`src/rtl/cnn_frame_feeder.sv`:
```
// rtl/cnn_frame_feeder.sv - packs a 5x5 pixel stream into IMGIN, kicks the CNN core, returns its result
// Optional watchdog on the WAIT state: define CNN_TIMEOUT_EN.
module cnn_frame_feeder #(
    parameter int PIX_W       = 8,
    parameter int IMG_DIM     = 5,
    parameter int RES_W       = 4
`ifdef CNN_TIMEOUT_EN
   ,parameter int TIMEOUT_CYC = 2048
`endif
) (
    input  logic                               CLK,
    input  logic                               nRST,
    input  logic                               PIX_VALID,
    input  logic [PIX_W-1:0]                   PIX_DATA,
    output logic                               PIX_READY,
    output logic [IMG_DIM*IMG_DIM*PIX_W-1:0]   IMGIN,
    output logic                               START,
    input  logic                               DONE,
    input  logic [RES_W-1:0]                   OUT,
    output logic                               RES_VALID,
    output logic [RES_W-1:0]                   RES_DATA,
    input  logic                               RES_READY,
    output logic                               TIMEOUT,
    output logic                               BUSY
);
    localparam int NPIX  = IMG_DIM * IMG_DIM;
    localparam int IMG_W = NPIX * PIX_W;
    localparam int CNT_W = $clog2(NPIX);

    typedef enum logic [1:0] {S_LOAD, S_KICK, S_WAIT, S_RESULT} state_t;

    state_t             state_q, state_d;
    logic [CNT_W-1:0]   pix_cnt_q, pix_cnt_d;
    logic [IMG_W-1:0]   imgin_q, imgin_d;
    logic               start_q, start_d;
    logic               res_valid_q, res_valid_d;
    logic [RES_W-1:0]   res_data_q, res_data_d;
    logic               busy_q, busy_d;
    logic               done_q;
    logic               done_evt;

    // Only a fresh rising edge counts, so a DONE left high by the previous frame is ignored.
    assign done_evt = DONE & ~done_q;

`ifdef CNN_TIMEOUT_EN
    logic               timeout_q, timeout_d;
    logic [15:0]        wait_cnt_q, wait_cnt_d;
`endif

    always_ff @(posedge CLK or negedge nRST) begin
        if (!nRST) begin
            state_q     <= S_LOAD;
            pix_cnt_q   <= '0;
            imgin_q     <= '0;
            start_q     <= 1'b0;
            res_valid_q <= 1'b0;
            res_data_q  <= '0;
            busy_q      <= 1'b0;
            done_q      <= 1'b0;
`ifdef CNN_TIMEOUT_EN
            timeout_q   <= 1'b0;
            wait_cnt_q  <= '0;
`endif
        end else begin
            state_q     <= state_d;
            pix_cnt_q   <= pix_cnt_d;
            imgin_q     <= imgin_d;
            start_q     <= start_d;
            res_valid_q <= res_valid_d;
            res_data_q  <= res_data_d;
            busy_q      <= busy_d;
            done_q      <= DONE;
`ifdef CNN_TIMEOUT_EN
            timeout_q   <= timeout_d;
            wait_cnt_q  <= wait_cnt_d;
`endif
        end
    end

    always_comb begin
        state_d     = state_q;
        pix_cnt_d   = pix_cnt_q;
        imgin_d     = imgin_q;
        res_valid_d = res_valid_q;
        res_data_d  = res_data_q;
`ifdef CNN_TIMEOUT_EN
        timeout_d   = timeout_q;
        wait_cnt_d  = '0;
`endif
        case (state_q)
            S_LOAD: begin
                if (PIX_VALID) begin
                    for (int k = 0; k < NPIX; k++) begin
                        if (pix_cnt_q == CNT_W'(k))
                            imgin_d[k*PIX_W +: PIX_W] = PIX_DATA;
                    end
                    if (pix_cnt_q == CNT_W'(NPIX-1)) begin
                        pix_cnt_d = '0;
                        state_d   = S_KICK;
                    end else begin
                        pix_cnt_d = pix_cnt_q + CNT_W'(1);
                    end
                end
            end
            S_KICK: state_d = S_WAIT;
            S_WAIT: begin
                if (done_evt) begin
                    res_data_d  = OUT;
                    res_valid_d = 1'b1;
                    state_d     = S_RESULT;
`ifdef CNN_TIMEOUT_EN
                    timeout_d   = 1'b0;
                end else if (wait_cnt_q == 16'(TIMEOUT_CYC-1)) begin
                    res_data_d  = '1;
                    res_valid_d = 1'b1;
                    timeout_d   = 1'b1;
                    state_d     = S_RESULT;
                end else begin
                    wait_cnt_d  = wait_cnt_q + 16'd1;
`endif
                end
            end
            S_RESULT: begin
                if (RES_READY) begin
                    res_valid_d = 1'b0;
`ifdef CNN_TIMEOUT_EN
                    timeout_d   = 1'b0;
`endif
                    state_d     = S_LOAD;
                end
            end
            default: state_d = S_LOAD;
        endcase
        // START and BUSY are registered, so they are decoded from the next state.
        start_d = (state_d == S_KICK);
        busy_d  = !((state_d == S_LOAD) && (pix_cnt_d == '0));
    end

    assign PIX_READY = (state_q == S_LOAD);
    assign IMGIN     = imgin_q;
    assign START     = start_q;
    assign RES_VALID = res_valid_q;
    assign RES_DATA  = res_data_q;
    assign BUSY      = busy_q;
`ifdef CNN_TIMEOUT_EN
    assign TIMEOUT   = timeout_q;
`else
    assign TIMEOUT   = 1'b0;
`endif

endmodule

```
`config.mk`:
```
export PLATFORM = sky130hd
export DESIGN_NAME = cnn_frame_feeder
export DESIGN_NICKNAME = d
export VERILOG_FILES = /design/src/rtl/cnn_frame_feeder.sv
export SDC_FILE = /design/constraint.sdc
export NUM_CORES = 1
export LEC_CHECK = 0
export ABC_AREA = 1
export BUFFER_PORTS_ARGS = -buffer_cell sky130_fd_sc_hd__clkbuf_2
export CELL_PAD_IN_SITES_DETAIL_PLACEMENT = 1
export CELL_PAD_IN_SITES_GLOBAL_PLACEMENT = 1
export CORE_MARGIN = 5
export CORE_UTILIZATION = 39
export DETAILED_ROUTE_END_ITERATION = 7
export PLACE_DENSITY = 0.8
export SYNTH_ARGS = -nofsm -noshare
export SYNTH_HDL_FRONTEND = slang
export SYNTH_SLANG_ARGS = --single-unit
```
`constraint.sdc`:
```
create_clock -name CLK -period 1.8 [get_ports CLK]
set_input_delay 0.27 -clock CLK [delete_from_list [all_inputs] [get_ports CLK]]
set_output_delay 0.27 -clock CLK [all_outputs]
set_load 0.01 [all_outputs]
```
After elaboration in Yosys (flattened, before gate mapping)

Index checks and enable logic that the tools add are counted.

$add $sub $neg: 1
Eq/ne operators: 30
Multiplexer cells: 11
Bitwise gates (word level): 2
Reduce and logical (&&, ||, !) cells: 34

Operator list:

| operator                                                               | number |
|---|---|
| 3-bit AND reduction                                                    | 26 |
| 5-bit equality test (second input constant)                            | 9 |
| 5-bit by 4-bit equality test with 1-bit output (second input constant) | 8 |
| 5-bit by 3-bit equality test with 1-bit output (second input constant) | 4 |
| 5-bit 2-to-1 mux                                                       | 3 |
| 5-bit by 2-bit equality test with 1-bit output (second input constant) | 2 |
| 5-bit logical NOT                                                      | 2 |
| 2-bit 2-to-1 mux                                                       | 4 |
| 2-bit case mux with 4 select lines                                     | 1 |
| 5-bit by 1-bit adder with 5-bit output (second input constant)         | 1 |
| 5-bit by 1-bit equality test with 1-bit output (second input constant) | 1 |
| 2-bit by 1-bit equality test with 1-bit output (second input constant) | 2 |
| 2-bit equality test (second input constant)                            | 2 |
| 2-bit logical NOT                                                      | 2 |
| 2-bit inequality test (second input constant)                          | 2 |
| 1-bit 2-to-1 mux                                                       | 2 |
| 1-bit case mux with 2 select lines                                     | 1 |
| 2-bit AND reduction                                                    | 1 |
| 2-bit nonzero test                                                     | 1 |
| 1-bit AND                                                              | 1 |
| 1-bit logical AND                                                      | 1 |
| 1-bit logical NOT                                                      | 1 |
| 1-bit inverter                                                         | 1 |

Register bits: 215
Input port bits: 17

Depth between registers and ports, before layout

Depth in word-level cells: 7
Mapped depth: 10
Gate-level depth less buffers: 9

Least setup slack after synthesis

OpenSTA, ideal clock, no wires.

Path kind: register to register
From: register state_q[1]
To: register imgin_q[21] (netlist: IMGIN[21])
Arrival: 1508 ps
Data required time: 1723 ps
Setup slack: 214 ps
Stages on the path, launching flop included: 7
Buffers on the path: 1
Clock period less this slack: 1586 ps
Cells stage by stage: dfrtp_1 -> nor2_1 -> nand2_1 -> nor3_4 -> buf_4 -> nor2_1 -> a21oi_1

Longest elaborated chain between the ends: 2

Ends and longest elaborated chain:

| element                              | RTL line | text |
|---|---|---|
| start, declared                      | 32       | `state_t state_q, state_d;` |
| start signal, assigned               | 65       | `state_q <= state_d;` |
| 2-bit logical NOT                    | n/a      |  |
| via PIX_READY                        | 15       | `output logic PIX_READY,` |
| 3-bit AND reduction (no source line) | n/a      |  |
| end signal, assigned                 | 67       | `imgin_q <= imgin_d;` |
| end, declared                        | 34       | `logic [IMG_W-1:0] imgin_q, imgin_d;` |

The timed path passes the listed nets, and every way through them passes these cells.
A chain may end at the register's enable or synchronous reset.

Final worst setup path

From: register pix_cnt_q[0]
To: register imgin_q[193] (netlist: IMGIN[193])

Longest elaborated chain between the ends: 2

Ends and longest elaborated chain:

| element                              | RTL line | text |
|---|---|---|
| start, declared                      | 33       | `logic [CNT_W-1:0] pix_cnt_q, pix_cnt_d;` |
| start signal, assigned               | 66       | `pix_cnt_q <= pix_cnt_d;` |
| 5-bit equality test                  | 94       | `if (pix_cnt_q == CNT_W'(k))` |
| 3-bit AND reduction (no source line) | n/a      |  |

Every way passes these cells.

==> impl_metrics.py <==
metrics = {
    "cells_and_area": {
        "fill_cells": 2301,
        "final_layout_size_suffix_gt1_frac": 0.312,
        "area_growth_syn_to_layout_pct": 30.5,
        "n_antenna_cell": 0,
        "nNetsFinal": 1058,
    },
    "synth": {
        "ys_types": 23,
        "synth_compound_area_frac": 0.124,
        "synth_area_um2": 8120,
        "yosysSeqAreaShare": 0.663,
        "synth-edff-count": 0,
        "syn-instance-count": 789,
        "ys_warn_count": 0,
        "netlist.area_leader.share": 0.663,
        "synth_top_family_by_area": "simple AND/OR/NAND/NOR gates",
        "synth_ff_type": "dfrtp_1",
        "yosysTopAreaCell": "dfrtp_1",
        "synth_xor_area_frac": 0,
        "synthTopCellsByArea": "dfrtp_1 (66%), a21oi_1 (7.4%), nor2_1 (6.1%)",
        "syn_nets": 811,
        "synth-simple-area-share": 0.159,
        "synth_common_cells": "dfrtp_1 (215), nor2_1 (131), nand2_1 (121)",
        "ys_ff_latch": 215,
        "ys_async_sr_fraction": 1.00,
        "synth_most_common_cell": "dfrtp_1",
        "synth.avg_cell_area_um2": 10.3,
        "yosys.area_share.adder": 0.00771,
        "synth_mux_area_frac": 0,
    },
    "drt": {
        "viasPerCell": 5.02,
        "ant_nets": 0,
        "route.detailed.drc": 0,
        "drtIter0Drc": 241,
        "post_drt_wl_per_cell_um": 19.5,
        "vias": 6637,
        "first_pass_iters": 4,
        "wl_um": 25900,
    },
    "global_route": {
        "grt_pass1_wl_um": 40400,
        "overflow": 0,
        "grt_max_degree": 62,
        "antenna_found_initial": 0,
        "grtUsageTotal": 0.212,
        "grt_pass1_vias": 6938,
    },
    "place": {
        "dp_hpwl_um": 17000,
        "gp_congestion": 0.794,
        "io_buffers": 224,
    },
    "setup_path": {
        "reg2reg_to": "IMGIN[193]",
        "critPathMaxFanout": 18,
        "r2r_cells": 8,
        "crit_path_start_kind": "flop",
        "path_class": "reg2reg",
        "worst_ep_arrival_time_ns": 2.17,
        "reg2reg_from": "pix_cnt_q[0]",
        "required_ns": 2.18,
        "r2r_slack_ns": 0.01,
        "critPathCaptureType": "flop",
    },
    "clocking": {
        "clockRootBuffer": "clkbuf_16",
        "cts_buffers": 24,
        "clock_latency_ns": 0.51,
        "cts_tree": "done",
        "clockBufferDepth": 3,
        "clock-sinks": 215,
        "clk_pin_slew_ns": 0.06,
        "cts_max_level": 1,
    },
    "run_status": {
        "status": "completed",
    },
    "floorplanning": {
        "num_rows": 52,
        "core_area_um2": 20400,
        "dieArea_um2": 23800,
        "ios": 226,
        "die_w_um": 154,
        "die_y_um": 154,
        "initial_utilization": 0.399,
    },
    "flow_run": {
        "drv_cap": 0,
    },
    "pwr": {
        "power_density_nw_per_um2": 1560,
        "power_leakage_nw": 5.61,
        "total_power_w": 0.0165,
        "vdd_ir_drop_max_mv": 0.778,
    },
    "worst_hold_path": {
        "hold_path_end": "state_q[0]",
        "hold_path_class": "in2reg",
        "hold_depth": 4,
        "hp-start": "RES_READY",
    },
    "timing": {
        "fmax_mhz": 559,
        "setup_tns_ns": 0,
        "post-route-min-period_ns": 1.79,
        "finalSetupViolCount": 0,
        "finalClockSkew_ns": 0.0185,
        "fin_crit_sh": 0.994,
        "final_hold_viol_count": 0,
        "drv_slew": 0,
    },
}
-- repair_timing --
item,4_1_cts,5_1_grt
buffers inserted,0,3
setup endpoints to repair,0,54
hold buffers,6,0
hold endpoints to repair,36,0
resized for setup,0,11
-- cell families after synthesis --
kind of cell | count (synthesis)
and+or+nand+nor | 293
DFF | 215
AOI/OAI and AO/OA | 201
buffers and inverters | 74
adders and majority gates | 5
other | 1
-- cells in the final DEF, fill, tap and decap left out, drive strengths merged --
| master | synthesis | routed |
|---|---|---|
| conb | 1 | 1 |
| dfrtp | 215 | 215 |
| a21oi | 120 | 120 |
| clkinv | 0 | 1 |
| nand2 | 125 | 125 |
| nand3 | 18 | 18 |
| nor2 | 145 | 145 |
| o21ai | 81 | 81 |
| clkbuf | 18 | 264 |
| nand4 | 1 | 1 |
| dlygate4sd3 | 0 | 6 |
| nor3 | 4 | 4 |
| bufinv | 0 | 2 |
| ha | 5 | 5 |
| buf | 26 | 35 |
| inv | 30 | 30 |
-- through the flow --
stage,std cells,utilization,hold WS (ns),instance area [um^2],worst slack [ns]
3_5_place_dp,1271,0.472,0.206,9620,0.0905
4_1_cts,1320,0.516,0.112,10500,0.0249
5_1_grt,1323,0.520,0.136,10600,-0.0498
6_report,1323,0.520,0.125,10600,0.0112
3_3_place_gp,1271,0.472,0.204,9620,0.184
2_1_floorplan,789,-,-0.0256,8120,0.214
-- final cells by class --
| cell class | instances | area, um^2 | area share |
|---|---|---|---|
| Clock buffer | 40 | 762 | 0.0719 |
| Tap cell | 270 | 338 | 0.0319 |
| Sequential cell | 215 | 5380 | 0.508 |
| Inverter | 30 | 113 | 0.0106 |
| Timing Repair Buffer | 265 | 1540 | 0.145 |
| Clock inverter | 3 | 68.8 | 0.00650 |
| Multi-Input combinational cell | 500 | 2390 | 0.226 |
-- where the power goes --
group          switching (W)  internal, W  leakage, nW
clock                0.00193      0.00316        0.406
sequential          0.000861      0.00615         2.90
combinational        0.00277      0.00168         2.30
total                0.00556       0.0110         5.61
-- registers in the layout, summed over array words and instances, names as in the netlist --
signal     count
IMGIN        200
pix_cnt_q      5
RES_DATA       4
state_q        2
BUSY           1
RES_VALID      1
START          1
done_q         1
-- how the worst max path moves through the flow --
| stage | depth (start not counted) | to | slack [ns] | start |
|---|---|---|---|---|
| after global routing | 8 | IMGIN[199] | -0.05 | pix_cnt_q[0] |
| after global placement | 9 | BUSY | 0.18 | pix_cnt_q[0] |
| final | 8 | IMGIN[193] | 0.01 | pix_cnt_q[0] |
| after floorplan | 6 | IMGIN[21] | 0.21 | state_q[1] |
| after CTS | 7 | IMGIN[121] | 0.02 | pix_cnt_q[1] |
| after detailed placement | 7 | IMGIN[76] | 0.09 | pix_cnt_q[1] |
-- layer usage --
metal | routed length (um) | up-vias | track usage | share of wire
met1 | 10600 | 3341 | 0.275 | 0.41
met2 | 13000 | 188 | 0.365 | 0.50
li1 | - | 3058 | - | -
met4 | 810 | 0 | 0.0614 | 0.031
met5 | 0 | - | 0 | 0
met3 | 1420 | 50 | 0.0391 | 0.055
-- critical path: stages (launching register included) --
cell and delay (ns):
dfrtp_1 0.44, inv_1 0.14, ha_1 0.20, nand3_1 0.18, nor2_1 0.18, nand2_1 0.16, buf_4 0.23, nand2_1 0.07
o21ai_0 0.07
(Power assumes the default switching activity.)
